### src/rtl/pe_add_acc_if.sv
// Operand, handshake and result bundle for pe_add_acc.
// The master drives operands and result-ready; the slave (the PE) drives results.
interface pe_add_acc_if #(
  parameter int DATA_WIDTH  = 8,
  parameter int DATA_COPIES = 32,
  parameter int ACC_WIDTH   = 16
);
  logic [DATA_COPIES*DATA_WIDTH-1:0] i_wdata;
  logic                              i_wdata_vld;
  logic [DATA_COPIES*DATA_WIDTH-1:0] i_mdata;
  logic                              i_mdata_vld;
  logic                              i_in_vld;
  logic                              o_in_rdy;
  logic                              i_mode;
  logic                              i_acc_last;
  logic                              i_acc_clear;
  logic [DATA_COPIES*ACC_WIDTH-1:0]  o_result;
  logic                              o_result_vld;
  logic                              i_result_rdy;
  logic [DATA_COPIES-1:0]            o_sat;
  logic                              o_busy;

  modport master (
    output i_wdata, i_wdata_vld, i_mdata, i_mdata_vld, i_in_vld,
           i_mode, i_acc_last, i_acc_clear, i_result_rdy,
    input  o_in_rdy, o_result, o_result_vld, o_sat, o_busy
  );

  modport slave (
    input  i_wdata, i_wdata_vld, i_mdata, i_mdata_vld, i_in_vld,
           i_mode, i_acc_last, i_acc_clear, i_result_rdy,
    output o_in_rdy, o_result, o_result_vld, o_sat, o_busy
  );
endinterface

### src/rtl/pe_add_acc.sv
// Multi-lane signed adder / group accumulator with optional saturation and a
// single registered result stage under valid/ready flow control.
module pe_add_acc #(
  parameter int DATA_WIDTH  = 8,
  parameter int DATA_COPIES = 32,
  parameter int ACC_WIDTH   = 16,
  parameter int SAT_EN      = 1
) (
  input  logic         i_clk,
  input  logic         i_rst,
  pe_add_acc_if.slave  bus
);

  typedef enum logic {IDLE, ACC} state_t;

  localparam logic [ACC_WIDTH-1:0] ACC_MAX = {1'b0, {(ACC_WIDTH-1){1'b1}}};
  localparam logic [ACC_WIDTH-1:0] ACC_MIN = {1'b1, {(ACC_WIDTH-1){1'b0}}};

  state_t                           state_q;
  logic [ACC_WIDTH-1:0]             acc_q      [DATA_COPIES];
  logic [DATA_COPIES-1:0]           sticky_q;
  logic [DATA_COPIES*ACC_WIDTH-1:0] result_q;
  logic [DATA_COPIES-1:0]           sat_q;
  logic                             result_vld_q;

  logic                             in_rdy;
  logic                             accept;
  logic                             grp_start;
  logic                             acc_mode;
  logic                             load;
  logic [ACC_WIDTH-1:0]             nxt_acc    [DATA_COPIES];
  logic [DATA_COPIES-1:0]           nxt_sticky;
  logic [DATA_COPIES*ACC_WIDTH-1:0] nxt_result;
  logic [DATA_COPIES-1:0]           nxt_sat;

  assign in_rdy = ~result_vld_q | bus.i_result_rdy;

  // A clear coincident with a beat makes that beat open a fresh group,
  // so group start and the effective mode both honour i_acc_clear.
  always_comb begin
    logic [DATA_WIDTH-1:0]  a;
    logic [DATA_WIDTH-1:0]  b;
    logic [DATA_WIDTH:0]    sum;
    logic [ACC_WIDTH-1:0]   base;
    logic [ACC_WIDTH:0]     full;
    logic                   ovf;
    logic [ACC_WIDTH-1:0]   add_res;
    grp_start  = (state_q == IDLE) | bus.i_acc_clear;
    acc_mode   = grp_start ? bus.i_mode : 1'b1;
    accept     = bus.i_in_vld & in_rdy;
    load       = accept & (~acc_mode | bus.i_acc_last);
    nxt_sticky = '0;
    nxt_result = '0;
    nxt_sat    = '0;
    for (int unsigned i = 0; i < DATA_COPIES; i++) begin
      a    = bus.i_wdata_vld ? bus.i_wdata[DATA_WIDTH*i +: DATA_WIDTH] : '0;
      b    = bus.i_mdata_vld ? bus.i_mdata[DATA_WIDTH*i +: DATA_WIDTH] : '0;
      sum  = {a[DATA_WIDTH-1], a} + {b[DATA_WIDTH-1], b};
      base = grp_start ? '0 : acc_q[i];
      full = {base[ACC_WIDTH-1], base} + (ACC_WIDTH+1)'($signed(sum));
      ovf  = full[ACC_WIDTH] ^ full[ACC_WIDTH-1];
      if ((SAT_EN != 0) && ovf) begin
        nxt_acc[i] = full[ACC_WIDTH] ? ACC_MIN : ACC_MAX;
      end else begin
        nxt_acc[i] = full[ACC_WIDTH-1:0];
      end
      if (SAT_EN != 0) begin
        nxt_sticky[i] = (grp_start ? 1'b0 : sticky_q[i]) | ovf;
      end
      add_res = ACC_WIDTH'($signed(sum));
      nxt_result[ACC_WIDTH*i +: ACC_WIDTH] = acc_mode ? nxt_acc[i] : add_res;
      nxt_sat[i] = acc_mode & nxt_sticky[i];
    end
  end

  always_ff @(posedge i_clk) begin
    if (i_rst) begin
      state_q      <= IDLE;
      sticky_q     <= '0;
      result_q     <= '0;
      sat_q        <= '0;
      result_vld_q <= 1'b0;
      for (int unsigned i = 0; i < DATA_COPIES; i++) acc_q[i] <= '0;
    end else begin
      if (accept) begin
        state_q  <= (acc_mode & ~bus.i_acc_last) ? ACC : IDLE;
        sticky_q <= nxt_sticky;
        for (int unsigned i = 0; i < DATA_COPIES; i++) acc_q[i] <= nxt_acc[i];
      end else if (bus.i_acc_clear) begin
        state_q  <= IDLE;
        sticky_q <= '0;
        for (int unsigned i = 0; i < DATA_COPIES; i++) acc_q[i] <= '0;
      end
      if (load) begin
        result_q     <= nxt_result;
        sat_q        <= nxt_sat;
        result_vld_q <= 1'b1;
      end else if (bus.i_result_rdy) begin
        result_vld_q <= 1'b0;
      end
    end
  end

  assign bus.o_in_rdy     = in_rdy;
  assign bus.o_result     = result_q;
  assign bus.o_sat        = sat_q;
  assign bus.o_result_vld = result_vld_q;
  assign bus.o_busy       = (state_q == ACC) | result_vld_q;

endmodule

### src/flat_wrapper.sv
// flat-port wrapper written by rule: the top's interface ports become plain ports
module pe_add_acc_flat 
#(
  parameter int DATA_WIDTH  = 8,
  parameter int DATA_COPIES = 32,
  parameter int ACC_WIDTH   = 16,
  parameter int SAT_EN      = 1
)
  (i_clk, i_rst, bus_i_wdata, bus_i_wdata_vld, bus_i_mdata, bus_i_mdata_vld, bus_i_in_vld, bus_i_mode, bus_i_acc_last, bus_i_acc_clear, bus_i_result_rdy, bus_o_in_rdy, bus_o_result, bus_o_result_vld, bus_o_sat, bus_o_busy);
  pe_add_acc_if #(.DATA_WIDTH(DATA_WIDTH), .DATA_COPIES(DATA_COPIES), .ACC_WIDTH(ACC_WIDTH)) bus_i ();
  input  logic i_clk;
  input  logic i_rst;
  input wire logic [$bits(bus_i.i_wdata)-1:0] bus_i_wdata;
  input wire logic [$bits(bus_i.i_wdata_vld)-1:0] bus_i_wdata_vld;
  input wire logic [$bits(bus_i.i_mdata)-1:0] bus_i_mdata;
  input wire logic [$bits(bus_i.i_mdata_vld)-1:0] bus_i_mdata_vld;
  input wire logic [$bits(bus_i.i_in_vld)-1:0] bus_i_in_vld;
  input wire logic [$bits(bus_i.i_mode)-1:0] bus_i_mode;
  input wire logic [$bits(bus_i.i_acc_last)-1:0] bus_i_acc_last;
  input wire logic [$bits(bus_i.i_acc_clear)-1:0] bus_i_acc_clear;
  input wire logic [$bits(bus_i.i_result_rdy)-1:0] bus_i_result_rdy;
  output wire logic [$bits(bus_i.o_in_rdy)-1:0] bus_o_in_rdy;
  output wire logic [$bits(bus_i.o_result)-1:0] bus_o_result;
  output wire logic [$bits(bus_i.o_result_vld)-1:0] bus_o_result_vld;
  output wire logic [$bits(bus_i.o_sat)-1:0] bus_o_sat;
  output wire logic [$bits(bus_i.o_busy)-1:0] bus_o_busy;
  assign bus_i.i_wdata = bus_i_wdata;
  assign bus_i.i_wdata_vld = bus_i_wdata_vld;
  assign bus_i.i_mdata = bus_i_mdata;
  assign bus_i.i_mdata_vld = bus_i_mdata_vld;
  assign bus_i.i_in_vld = bus_i_in_vld;
  assign bus_i.i_mode = bus_i_mode;
  assign bus_i.i_acc_last = bus_i_acc_last;
  assign bus_i.i_acc_clear = bus_i_acc_clear;
  assign bus_i.i_result_rdy = bus_i_result_rdy;
  assign bus_o_in_rdy = bus_i.o_in_rdy;
  assign bus_o_result = bus_i.o_result;
  assign bus_o_result_vld = bus_i.o_result_vld;
  assign bus_o_sat = bus_i.o_sat;
  assign bus_o_busy = bus_i.o_busy;
  pe_add_acc #(.DATA_WIDTH(DATA_WIDTH), .DATA_COPIES(DATA_COPIES), .ACC_WIDTH(ACC_WIDTH), .SAT_EN(SAT_EN)) u_core (.i_clk(i_clk), .i_rst(i_rst), .bus(bus_i));
endmodule
### config.mk
export PLATFORM = sky130hd
export DESIGN_NAME = pe_add_acc_flat
export DESIGN_NICKNAME = d
export VERILOG_FILES = /design/src/rtl/pe_add_acc_if.sv /design/src/rtl/pe_add_acc.sv /design/src/flat_wrapper.sv
export SDC_FILE = /design/constraint.sdc
export NUM_CORES = 2
export LEC_CHECK = 0
export CAP_MARGIN = 10
export CORE_MARGIN = 3
export CORE_UTILIZATION = 50
export CTS_CLUSTER_SIZE = 12
export DETAILED_ROUTE_END_ITERATION = 10
export PLACE_DENSITY = 0.7
export SLEW_MARGIN = 5
export SYNTH_ARGS = -nofsm -noshare
export SYNTH_HDL_FRONTEND = slang
export SYNTH_SLANG_ARGS = --single-unit
### constraint.sdc
create_clock -name i_clk -period 12.3 [get_ports i_clk]
set_clock_uncertainty 0.1 [all_clocks]
set_input_delay 2.46 -clock i_clk [delete_from_list [all_inputs] [get_ports i_clk]]
set_output_delay 2.46 -clock i_clk [all_outputs]
set_load 0.005 [all_outputs]
* After elaboration in Yosys (flattened, before gate mapping) *
Memories as Yosys holds them, arrays and structs flattened.
Index checks and enable logic that the tools add are counted.

operators by class
  reductions and logical operators = 2
  $add $sub $neg = 64
  muxes and demuxes = 305
  bitwise logic cells = 171

operator list
  cell                    number
  2-to-1 mux 16 bit       192
  adder 16 x 9 -> 17 bit  32
  2-to-1 mux 8 bit        64
  adder 8 x 8 -> 9 bit    32
  OR 1 bit                100
  2-to-1 mux 32 bit       2
  2-to-1 mux 1 bit        47
  AND 1 bit               35
  bitwise XOR 1 bit       32
  inverter 1 bit          4
  nonzero test 2 bit      2

storage, ports and cells
  output and inout port bits = 547
  input bits = 521
  logic and storage cells = 548
  flip-flop bits (word level) = 578
  bits in writable memories = 512
  memories kept = 1

memory list
  name          words  bits a word  read ports  clocked after Yosys merged registers in  write ports  RTL line          text
  u_core.acc_q  32     16           32          0                                        32           pe_add_acc.sv:20  logic [ACC_WIDTH-1:0] acc_q [DATA_COPIES];

* Depth between registers and ports, before layout *
  depth after elaboration = 8
  mapped depth = 27
  gate-level depth less buffers = 20

* Worst setup path before layout *
No wires, ideal clock.

  kind = input port to flip-flop
  from = input bus_i_result_rdy
  to = register u_core.sticky_q[11]
  buffers on the path = 2
  arrival time = 9.189 ns
  stages = 8
  setup slack = 2.894 ns
  library setup time = 0.117 ns
  cells stage by stage = nand2b_1 -> and2_1 -> clkbuf_1 -> nor3_1 -> inv_1 -> o21ai_1 -> clkbuf_1 -> a22o_1

between the ends
  cells in the longest elaborated chain, start to end = 3

RTL lines
  element                                                         RTL line            text
  start, declared                                                 flat_wrapper.sv:21  input wire logic [$bits(bus_i.i_result_rdy)-1:0] bus_i_result_rdy;
  OR 1 bit *                                                      pe_add_acc.sv:36    assign in_rdy = ~result_vld_q | bus.i_result_rdy;
  AND 1 bit *                                                     pe_add_acc.sv:50    accept = bus.i_in_vld & in_rdy;
  2-to-1 mux 32 bit / nonzero test 2 bit (equally long branches)  -
  end signal, assigned                                            pe_add_acc.sv:87    sticky_q <= nxt_sticky;
  end, declared                                                   pe_add_acc.sv:21    logic [DATA_COPIES-1:0] sticky_q;

Mark *: on every way between the ends. The rest lies on a longest branch, timed or not.
A chain may end at the register's enable or synchronous reset.

==> run summary <==
========================================================================================
Worst Hold Slack                                                               0.3441 ns
Final worst-path cycle share                                                      66.89%
Async set-or-reset flop fraction in the synthesized netlist                           0%
Number of different library cells in the post-synthesis netlist                      127
Area of all sequential standard cells                                         24380 um^2
Sequential fraction of the synthesis area                                         29.41%
Static power due to leakage                                                     41.11 nW
Initial core utilization                                                          50.64%
Residual overflow from global routing                                                  0
Critical Path End Type                                                         flip-flop
Number of hold buffers added after cts                                                 0
Dominant register cell in the synthesized netlist                           sky130_fd_sc_hd__dfxtp_1
Hold violation count in the final report                                               0
Crit Reg-Reg Endpoint                                                       u_core.acc_q[0][494]
Leading post-synthesis cells by cell area                                   sky130_fd_sc_hd__dfxtp_1 (20%), sky130_fd_sc_hd__ha_1 (10%), sky130_fd_sc_hd__edfxtp_1 (9.3%), sky130_fd_sc_hd__and2_1 (7.4%), sky130_fd_sc_hd__a21oi_1 (5.3%)
Max Clock Freq                                                                0.1215 GHz
Clock transition at path regs                                                    0.06 ns
Post-cts gate resize count                                                             0
Routed wire length                                                              314.2 mm
Post-Syn Instances                                                                 10060
Total Neg Setup Slack                                                               0 ns
Worst endpoint data arrival time                                                 8.83 ns
Signed area change from the synthesized netlist to the final layout               19.79%
Maximum count of clock buffers along a single path                                     3
Pin count of the biggest net entering global routing                                 205
Startpoint class of the critical path                                       primary input
Comb pwr share                                                                     32.2%
Level count of the clock H-tree                                                        4
Mapped Area                                                                   82900 um^2
Total power divided by cell area                                            127.6 nW/um^2
Vias per Instance                                                                  6.212
Standard cell area after detailed placement                                   94580 um^2
Max cap viols                                                                          0
Crit path time final                                                            8.228 ns
Share of the synthesized netlist area taken by xor and xnor gates                 6.104%
Fraction of final layout cells sized beyond drive strength 1                      4.706%
Worst R2R Path Depth                                                                  15
Average wire length per cell after detail routing                               23.96 um
Overall track demand over capacity in global routing                              35.14%
Fill cell instance count of the final layout                                       14570
Post-Layout Cell Count                                                             13120
Startpoint of the most critical hold path                                   u_core.acc_q[0][331]
Clock sink count                                                                    1090
Clock tree root driver cell                                                 sky130_fd_sc_hd__clkbuf_16
Cell row count                                                                       148
Peak supply drop                                                             0.0001439 V
Top delay family on crit path                                               compound AO/OA/AOI/OAI gates
Origin of the critical flop-to-flop path                                    u_core.state_q
Height of the die                                                               413.2 um
Cell taking the most area after synthesis                                   sky130_fd_sc_hd__dfxtp_1
Crit path buf inv count                                                                3
I/O pins                                                                            1068
Die ar.                                                                      170700 um^2
Sw Share                                                                          34.60%
Setup-violating endpoint count in the final report                                     0
Port Buffer Count                                                                   1067
Count of synthesis-stage warnings from yosys                                           0
Normalized max-slew margin                                                        12.82%
Endpoint, Worst Hold                                                        u_core.acc_q[0][331]
Outcome                                                                     finished clean
Reg-to-reg setup timing slack                                                    6.00 ns
Core area                                                                    163700 um^2
Detailed-route via count                                                           81470
Portion of total power attributed to the clock network                             33.3%
Number of search-and-repair iterations in the first detailed-routing pass              6
Wire length of the first global-routing pass                                    468.6 mm
Crit-path cells                                                             clkbuf_8, buf_4, and2_1, ha_1, fa_1, a21oi_1, o21ai_0, a21oi_1, nor3_2, inv_1, ha_1, a2111oi_0, a21o_1, o21ai_0, a21boi_0, a2111oi_0, nand3b_4, nor2_2, a22o_1
Remaining number of nets flagged by the antenna check after routing                    0
Horizontal extent of the die                                                    413.2 um
Final GP Congestion                                                               0.9941
Cell area after layout                                                        99300 um^2
Internal power summed over all cells                                          0.008285 W
Post-CTS setup buffer count                                                            0
Total number of nets in the final design                                           12070
Slew at the pin with the worst max-slew slack                                   1.308 ns
Main combinational cell family by area after synthesis                      compound AO/OA/AOI/OAI gates
Cell Count Post-Placement                                                          12850
Number of pins exceeding their max-slew limit in the final report                      0
Class of the most critical hold timing path                                 flip-flop to flip-flop
Net switching power                                                           0.004383 W
Number of buffers inserted during clock tree synthesis                               136
Critical Path Start                                                         bus_i_mdata_vld
Unrepaired setup endpoints after global routing                                       no
Crit path largest cell delay                                                     0.66 ns
Required time at the worst-slack endpoint                                       12.90 ns
Portion of netlist area occupied by mux cells                                    0.4875%
Type of the worst setup path                                                primary input to flip-flop
Sequential cell fraction of total power                                            34.6%
Slowest CP cell                                                             sky130_fd_sc_hd__buf_4
Worst hold path cell count                                                             2
CTS tree                                                                             yes
Synthesized flop and latch total                                                    1090
Number of global-route vias before repair                                          78350
Avg Inst Size Synth                                                           8.240 um^2
Antenna violations before repair                                                      32
Area used by multi-input combinational logic                                  55200 um^2
Synthesized-area fraction occupied by ao, oa, aoi and oai cells                   27.69%
Post-synth EDFFs                                                                     256
Iteration-0 DRC Markers                                                             7142
Simple-Gate Fraction of Synth Area                                                19.99%
Final HPWL DP                                                                   227.3 mm
Max Fanout on Critical Path                                                          127
Net count after synthesis                                                          11320
Source-to-sink clock delay at the later pin of the worst-skew pair               0.78 ns
Area share of the leading cell type in the synthesized netlist                    20.14%
Synth Area in Adders                                                              12.17%
DRC violation count after routing                                                      0
========================================================================================
## flip-flops by register name, summed over array words and instances, names as in the netlist
register,cells
u_core.acc_q,512
u_core.bus.o_result,512
u_core.bus.o_sat,32
u_core.sticky_q,32
u_core.bus.o_result_vld,1
u_core.state_q,1
## cells in the mapped netlist, types with 271 or more instances
cell / count
sky130_fd_sc_hd__nor2_1: 916
sky130_fd_sc_hd__a21oi_1: 882
sky130_fd_sc_hd__and2_1: 979
sky130_fd_sc_hd__a22oi_1: 272
sky130_fd_sc_hd__xnor2_1: 414
sky130_fd_sc_hd__ha_1: 674
sky130_fd_sc_hd__dfxtp_1: 834
sky130_fd_sc_hd__inv_1: 271
sky130_fd_sc_hd__clkbuf_1: 328
sky130_fd_sc_hd__o21ai_0: 616
sky130_fd_sc_hd__o22ai_1: 362
sky130_fd_sc_hd__nand2_1: 678
## power by group through the flow
stage | Combinational [W] | Clock (W) | Sequential [W]
after floorplan | 0.00264 | 0 | 0.00435
final | 0.00407 | 0.00421 | 0.00438
after detailed placement | 0.00399 | 0 | 0.00444
after CTS | 0.00402 | 0.00425 | 0.00437
after global placement | 0.00393 | 0 | 0.00443
after global routing | 0.00444 | 0.00438 | 0.00441
## cell usage in the layout, fill, tap and decap left out, drive strengths merged, types with 46 or more instances in the layout
cell and instances:
o211ai 97, buf 58, xnor2 416, o21bai 103, nor3 135, a22o 62
nand2b 93, nand2 689, inv 284, a21oi 907, dfxtp 834, nor2 937
fa 64, o22ai 362, o21a 116, edfxtp 256, and2 983, o21ai 669
a22oi 273, nor2b 71, a21o 198, or3 46, a211oi 136, xor2 160
clkdlybuf4s50 1064, ha 674, a31oi 85, nand3 129, clkbuf 204
## metrics by stage
stage / total power, W / setup slack, ns / utilization, %
after CTS: 0.01264 / 4.181 / 60.63
after global routing: 0.01324 / 3.552 / 60.64
final: 0.01267 / 4.072 / 60.66
after detailed placement: 0.008431 / 3.331 / 57.78
after global placement: 0.008364 / 3.531 / 57.78
after floorplan: 0.006986 / 2.894 / -
## metal layers
metal / up-vias / track usage [%] / part of all wire, %
li1: 38310 / - / -
met1: 39080 / 43.85 / 40
met2: 3344 / 54.94 / 44
met3: 716 / 8.483 / 9.0
met4: 12 / 20.96 / 6.5
met5: - / 0 / 0.023
## area by class of cell
| cell class | instances | area share [%] |
|---|---|---|
| clock buffer | 202 | 4.120 |
| inverter | 288 | 1.101 |
| timing repair buffer | 1124 | 11.27 |
| antenna | 18 | 0.04536 |
| sequential | 1090 | 24.56 |
| tap | 2175 | 2.741 |
| clock inverter | 47 | 0.5758 |
| multi-input combinational | 8171 | 55.59 |
## worst max path at each step
stage                                    end  slack, ns  cells after the start
floorplan                u_core.sticky_q[11]       2.89                      8
global placement    u_core.bus.o_result[405]       3.53                     19
detailed placement  u_core.bus.o_result[474]       3.33                     19
CTS                 u_core.bus.o_result[475]       4.18                     19
global route            u_core.acc_q[0][489]       3.55                     19
finish                  u_core.acc_q[0][489]       4.07                     19
## worst register-to-register path, cell delays in order (launching register included)
cell                        delay (ns)
sky130_fd_sc_hd__dfxtp_1          0.84
sky130_fd_sc_hd__nor2b_4          0.48
sky130_fd_sc_hd__buf_12           0.51
sky130_fd_sc_hd__buf_4            0.72
sky130_fd_sc_hd__and2_1           0.28
sky130_fd_sc_hd__ha_1             0.28
sky130_fd_sc_hd__a211oi_1         0.37
sky130_fd_sc_hd__o21ai_0          0.19
sky130_fd_sc_hd__a21oi_1          0.27
sky130_fd_sc_hd__o21ai_0          0.21
sky130_fd_sc_hd__a32oi_1          0.29
sky130_fd_sc_hd__o21ai_0          0.26
sky130_fd_sc_hd__a2111oi_0        0.70
sky130_fd_sc_hd__nand3b_4         0.32
sky130_fd_sc_hd__nor2_2           0.12
sky130_fd_sc_hd__a22o_1           0.26
## kinds of logic after synthesis
logic type      after synthesis
simple gates               3289
flops                      1090
fa+ha+maj                   775
mux                          39
xor+xnor                    576
buf+inv                     799
compound gates             3492
(Power assumes the default switching activity.)
